File: src/rtl/fb_sram_arbiter.sv
// Dual-bank frame buffer arbiter: capture writes into one bank of an external async
// SRAM while scan-out reads the other; banks swap on each capture frame pulse.
module fb_sram_arbiter #(
   parameter int ADDR_W   = 15,
   parameter int DATA_W   = 8,
   parameter int FB_BYTES = 28800
) (
   input  logic              clk,
   input  logic              rst_n,
   input  logic              cap_req,
   input  logic [ADDR_W-1:0] cap_addr,
   input  logic [DATA_W-1:0] cap_data,
   input  logic              cap_frm,
   output logic              cap_ack,
   input  logic              rd_req,
   input  logic [ADDR_W-1:0] rd_addr,
   output logic [DATA_W-1:0] rd_data,
   output logic              rd_valid,
   output logic [ADDR_W:0]   sram_addr,
   output logic [DATA_W-1:0] sram_dq_o,
   output logic              sram_dq_oe,
   input  logic [DATA_W-1:0] sram_dq_i,
   output logic              sram_ce_n,
   output logic              sram_oe_n,
   output logic              sram_we_n,
   output logic              wr_bank
);

   localparam logic [ADDR_W-1:0] FB_LIMIT = ADDR_W'(FB_BYTES);

   typedef enum logic [2:0] {
      IDLE,
      W_SETUP,
      W_PULSE,
      W_HOLD,
      R_ADDR,
      R_SAMP
   } state_t;

   state_t              state;
   state_t              state_nxt;
   logic [ADDR_W:0]     acc_addr;
   logic [DATA_W-1:0]   acc_data;
   logic                acc_oor;
   logic                rd_bank;

   always_ff @(posedge clk) begin
      if (!rst_n) state <= IDLE;
      else        state <= state_nxt;
   end

   // Strobes are decoded from state so an aborted access drops them on the reset edge.
   always_comb begin
      state_nxt  = state;
      cap_ack    = 1'b0;
      sram_ce_n  = 1'b1;
      sram_oe_n  = 1'b1;
      sram_we_n  = 1'b1;
      sram_dq_oe = 1'b0;
      case (state)
         IDLE: begin
            if (cap_req)     state_nxt = W_SETUP;
            else if (rd_req) state_nxt = R_ADDR;
         end
         W_SETUP: begin
            sram_ce_n = 1'b0;
            state_nxt = W_PULSE;
         end
         W_PULSE: begin
            sram_ce_n  = 1'b0;
            sram_we_n  = acc_oor;
            sram_dq_oe = 1'b1;
            state_nxt  = W_HOLD;
         end
         W_HOLD: begin
            sram_ce_n  = 1'b0;
            sram_dq_oe = 1'b1;
            cap_ack    = 1'b1;
            state_nxt  = IDLE;
         end
         R_ADDR: begin
            sram_ce_n = 1'b0;
            sram_oe_n = acc_oor;
            state_nxt = R_SAMP;
         end
         R_SAMP: begin
            sram_ce_n = 1'b0;
            sram_oe_n = acc_oor;
            state_nxt = IDLE;
         end
         default: state_nxt = IDLE;
      endcase
   end

   assign sram_addr = acc_addr;
   assign sram_dq_o = acc_data;

   // The bank bit is captured with the address, so a swap never redirects a latched access.
   always_ff @(posedge clk) begin
      if (!rst_n) begin
         acc_addr <= '0;
         acc_data <= '0;
         acc_oor  <= 1'b0;
         wr_bank  <= 1'b0;
         rd_bank  <= 1'b1;
         rd_data  <= '0;
         rd_valid <= 1'b0;
      end else begin
         rd_valid <= 1'b0;
         if (state == IDLE) begin
            if (cap_req) begin
               acc_addr <= {wr_bank, cap_addr};
               acc_data <= cap_data;
               acc_oor  <= (cap_addr >= FB_LIMIT);
            end else if (rd_req) begin
               acc_addr <= {rd_bank, rd_addr};
               acc_oor  <= (rd_addr >= FB_LIMIT);
            end
         end
         if (state == R_SAMP) begin
            rd_data  <= acc_oor ? '0 : sram_dq_i;
            rd_valid <= 1'b1;
         end
         if (cap_frm) begin
            wr_bank <= ~wr_bank;
            rd_bank <= wr_bank;
         end
      end
   end

endmodule

File: config.mk
export PLATFORM = sky130hd
export DESIGN_NAME = fb_sram_arbiter
export DESIGN_NICKNAME = d
export VERILOG_FILES = /design/src/rtl/fb_sram_arbiter.sv
export SDC_FILE = /design/constraint.sdc
export NUM_CORES = 1
export LEC_CHECK = 0
export BUFFER_PORTS_ARGS = -buffer_cell sky130_fd_sc_hd__buf_2
export CORE_AREA = 2 2 64 78
export DETAILED_ROUTE_END_ITERATION = 10
export DIE_AREA = 0 0 66 80
export GPL_ROUTABILITY_DRIVEN = 1
export PLACE_DENSITY = 0.72
export SETUP_SLACK_MARGIN = 0.3
export SLEW_MARGIN = 15
export SYNTH_ARGS = -nofsm -noshare
export SYNTH_HDL_FRONTEND = slang
export SYNTH_SLANG_ARGS = --single-unit
export TNS_END_PERCENT = 10
File: constraint.sdc
create_clock -name clk -period 1.5 [get_ports clk]
set_clock_uncertainty 0.2 [all_clocks]
set_input_delay 0.15 -clock clk [delete_from_list [all_inputs] [get_ports clk]]
set_output_delay 0.15 -clock clk [all_outputs]
set_load 0.01 [all_outputs]
[Yosys cells after proc, flatten, opt, wreduce, memory -nomap -nowiden]
Index checks and enable logic that the tools add are counted.
Storage, ports and cells
  bits of input ports: 51
  flip-flop bits (word level): 39
Cells by class
  bitwise operators: 1
  multiplexer cells: 14
  magnitude comparators: 2
  reduce and logical (&&, ||, !) cells: 7
  eq/ne operators: 6
Operator list (number)
  $mux 16: 2
  $ge 15x15->1 const B: 2
  $pmux 3 s4: 1
  $mux 1: 8
  $mux 8: 1
  $eq 3x2->1 const B: 2
  $eq 3x3->1 const B: 2
  $mux 3: 2
  $reduce_or 5->1: 1
  $reduce_and 2->1: 2
  $reduce_or 2->1: 2
  $eq 3x1->1 const B: 1
  $logic_not 3->1: 1
  $ne 3x3->1 const B: 1
  $reduce_bool 2->1: 1
  $not 1->1: 1

[Longest topological paths before layout]
  depth in word-level cells: 3
  gate-level depth with buffers: 6

[Worst setup path after synthesis]
No wires, ideal clock.
  kind: flip-flop to flip-flop
  start: register state[0]
  end: register acc_addr[10] (netlist: sram_addr[10])
  setup time: 0.145 ns
  arrival: 1.252 ns
  slack: -0.097 ns
  stages on the path, launching flop included: 7
  period minus slack after synthesis: 1.597 ns
  required time: 1.155 ns
  path through: dfxtp_1 buf_4 nor3_4 and2_4 buf_6 buf_6 a211oi_2
Between the ends
  cells in the longest elaborated chain, start to end: 2
Ends and longest elaborated chain
  start: declaration: line 40  | state_t state;
  start signal: assignment: line 49  | else state <= state_nxt;
  $logic_not 3->1: line 110  | if (state == IDLE) begin
  $reduce_and 2->1 (no line)
  end signal: assignment: line 112  | acc_addr <= {wr_bank, cap_addr};
  end signal: assignment: line 116  | acc_addr <= {rd_bank, rd_addr};
  end: declaration: line 42  | logic [ADDR_W:0] acc_addr;
No other way between the ends.
A chain may end at the register's enable or synchronous reset.

[Worst setup path in the final report]
  start: register state[2]
  end: output sram_oe_n
Between the ends
  cells in the longest elaborated chain, start to end: 3
Ends and longest elaborated chain
  $eq 3x3->1: line 60  | case (state)
  $reduce_or 2->1 (no line) (*)
  $mux 1 (*): line 60
  end: declaration: line 24  | output logic sram_oe_n,
Every way passes the cells marked *; elsewhere a longest branch is shown, timed or not.

==> results_dict.tcl <==
set metrics [dict create \
    grt_max_degree 18 \
    place_inst 335 \
    power_density_nw_per_um2 990 \
    maxSlewViolCount 0 \
    detail_route.vias_per_cell 4.90 \
    antenna_found_initial 0 \
    die-area_sq_um 5280 \
    port_buffers 89 \
    synth_xor_area_share_pct 0.999 \
    place_congestion 0.760 \
    ant_nets 0 \
    cts_tree "built" \
    min_path_type "in2reg" \
    ir_worst_vdd_mv 0.494 \
    syn-mean-instance-area_sq_um 9.43 \
    critPathCaptureType "output pin" \
    max_freq_mhz 617 \
    synth-edff-count 0 \
    synth_compound_gate_area_share_pct 21.9 \
    instances_no_fill 374 \
    syn_to_final_growth_pct 58.4 \
    io_pins 90 \
    crit_slowest_cell "dfxtp_4" \
    diodes 0 \
    drc 0 \
    clock_latency_ps 290 \
    synthDistinctLibCells 32 \
    maxCapViolCount 0 \
    yosys-top-cells-count "39 x dfxtp_1, 35 x a21oi_1, 26 x nand2_1, 16 x mux2i_1, 10 x a211oi_2" \
    hold_viol_final 0 \
    worstPathCellList "buf_6 -> or3b_4 -> buf_6" \
    synth_area_leader_cell "dfxtp_1" \
    drive_above_1_share_pct 46.5 \
    crit_type "reg2out" \
    synth_flop_cell "dfxtp_1" \
    start_util_pct 38.8 \
    track_usage_pct 17.8 \
    gr-total-overflow 0 \
    crit_arrival_ps 1270 \
    drt_first_pass_iters 4 \
    clk_pin_slew_ps 70 \
    cts-root-buf "clkbuf_8" \
    yosysMostFrequentCell "dfxtp_1" \
    fp.dieH_um 80 \
    synth_fp_nets 237 \
    violations "setup timing" \
    synth_top_area_share_pct 44.5 \
    p_leak_uw 0.00127 \
    synth-simple-area-share_pct 17.6 \
    worst_pin_slew_ps 367 \
    cp_max_fo 5 \
    fp.dieW_um 66 \
    ys_seq_elements 39 \
    core-area_sq_um 4530 \
    dp_slack_ps -87.9 \
    period_share_pct 108 \
    relSlewSlack_pct 75.5 \
    synth-seq-area-share_pct 44.5 \
    synthAdderAreaFrac_pct 0 \
    required_ps 1150 \
    path_common_cell "buf_6" \
    outcome "complete, but fails checks" \
    synth_warnings 0 \
    synthMuxAreaShare_pct 9.13 \
    vias 1832 \
    cts.sinks 39 \
    drt-wirelength-per-cell_um 12.3 \
    fillCellCount 411 \
    cts_buffers 5 \
    placementRows 27 \
    synth_top_cells_by_area "dfxtp_1 45%, a21oi_1 10%, mux2i_1 9.1%, a211oi_2 7.1%, nand2_1 5.6%" \
    synthArstFlopShare_pct 0 \
    grt_pass1_vias 1724 \
    fin_crit_ps 1620 \
    setup_viol_count_final 11 \
    hold_ws_ps 7.35 \
    rsz0062_at_grt "yes" \
    cp-start-kind "register" \
    ff_latch_area_sq_um 793 \
    slowest_delay_ps 390 \
    clockBufferDepth 2 \
    final_util_pct 61.4 \
    dr.first_iter.drc_count 45 \
    synth_top_family_by_area "compound AO/OA/AOI/OAI gates" \
    syn-cell-area_sq_um 1750 \
    nets 366 \
    dp_hpwl_um 3200 \
    htreeDepth 2 \
    grt_pass1_wl_um 7250 \
    multiInputGateArea_sq_um 911 \
    setup_ws_ps -121 \
    routed_wl_um 4600 \
    synthCells 186 \
]
[final timing paths]
| path | start | end | slack, ps | depth (start not counted) |
|---|---|---|---|---|
| max | state[2] | sram_oe_n | -120 | 3 |
| min | rd_addr[3] | sram_addr[3] | 7 | 3 |
| max reg2reg | state[2] | sram_dq_o[5] | -30 | 6 |
| min reg2reg | rd_data[7] | rd_data[7] | 250 | 2 |
[where the power goes]
group          switching [uW]  internal, uW  total [uW]
Sequential               73.5          1150        1220
Clock                     344           326         670
Combinational             405           450         855
Total                     823          1930        2750
[sequential cells by signal, indices dropped and copies added (netlist names)]
| name | flops |
|---|---|
| rd_bank | 1 |
| rd_data | 8 |
| wr_bank | 1 |
| state | 3 |
| sram_addr | 16 |
| sram_dq_o | 8 |
| acc_oor | 1 |
| rd_valid | 1 |
[per-stage QoR]
step	instance area (sq um)	setup TNS [ps]	total power [uW]
6_report	2780	-297	2750
5_1_grt	2780	-955	2920
4_1_cts	2720	-718	2750
3_5_place_dp	2320	-768	1980
3_3_place_gp	2320	-437	1970
2_1_floorplan	1770	0	1710
[critical path, delay by kind of cell (launching register included)]
| family | cells | cell delay (ps) |
|---|---|---|
| buffers and inverters | 2 | 230 |
| DFF | 1 | 390 |
| and+or+nand+nor | 1 | 360 |
[what timing repair did]
action,CTS,global route
setup buffers,1,2
setup endpoints to repair,40,41
hold buffers,27,1
cloned,0,0
endpoints found under the hold margin,24,1
pin swaps,26,34
gates resized for setup,14,14
[cells by family (layout without fill, tap and decap cells)]
logic type                Yosys count  count (layout)
muxes                              16              16
AOI/OAI and AO/OA                  56              56
xor gates and xnor gates            2               2
DFF                                39              39
buffers and inverters              19             149
and+or+nand+nor                    54              54
[layout make-up]
| class | count | share of cell area, % |
|---|---|---|
| inverters | 2 | 0.270 |
| flip-flops and latches | 39 | 28.5 |
| clock buffers | 7 | 2.75 |
| repair buffers | 139 | 32.9 |
| multi-input cells | 128 | 32.8 |
| well taps | 58 | 2.61 |
| clock inverters | 1 | 0.180 |
[cell usage in the layout (no fill, tap or decap), types with 3 or more instances in the layout]
cell           synthesis  final
buf_4                  2     18
buf_6                  2      6
a21oi_2                0      3
a211oi_2              10     10
nand2_1               26     23
a211oi_1               6      6
mux2i_1               16     16
nand2_2                0      3
dfxtp_1               39     35
buf_2                  7     88
dfxtp_4                0      3
nor2_1                 3      3
a21oi_1               35     32
dlygate4sd3_1          0     27
nand3b_1               9      9
clkbuf_8               0      5
[routing by layer]
metal,wire [um],vias up,track usage [%]
met1,1950,834,19.7
li1,-,926,-
met2,2300,67,32.1
met5,0,-,0
met4,59,0,7.96
met3,282,5,3.67
(Power assumes the default switching activity.)
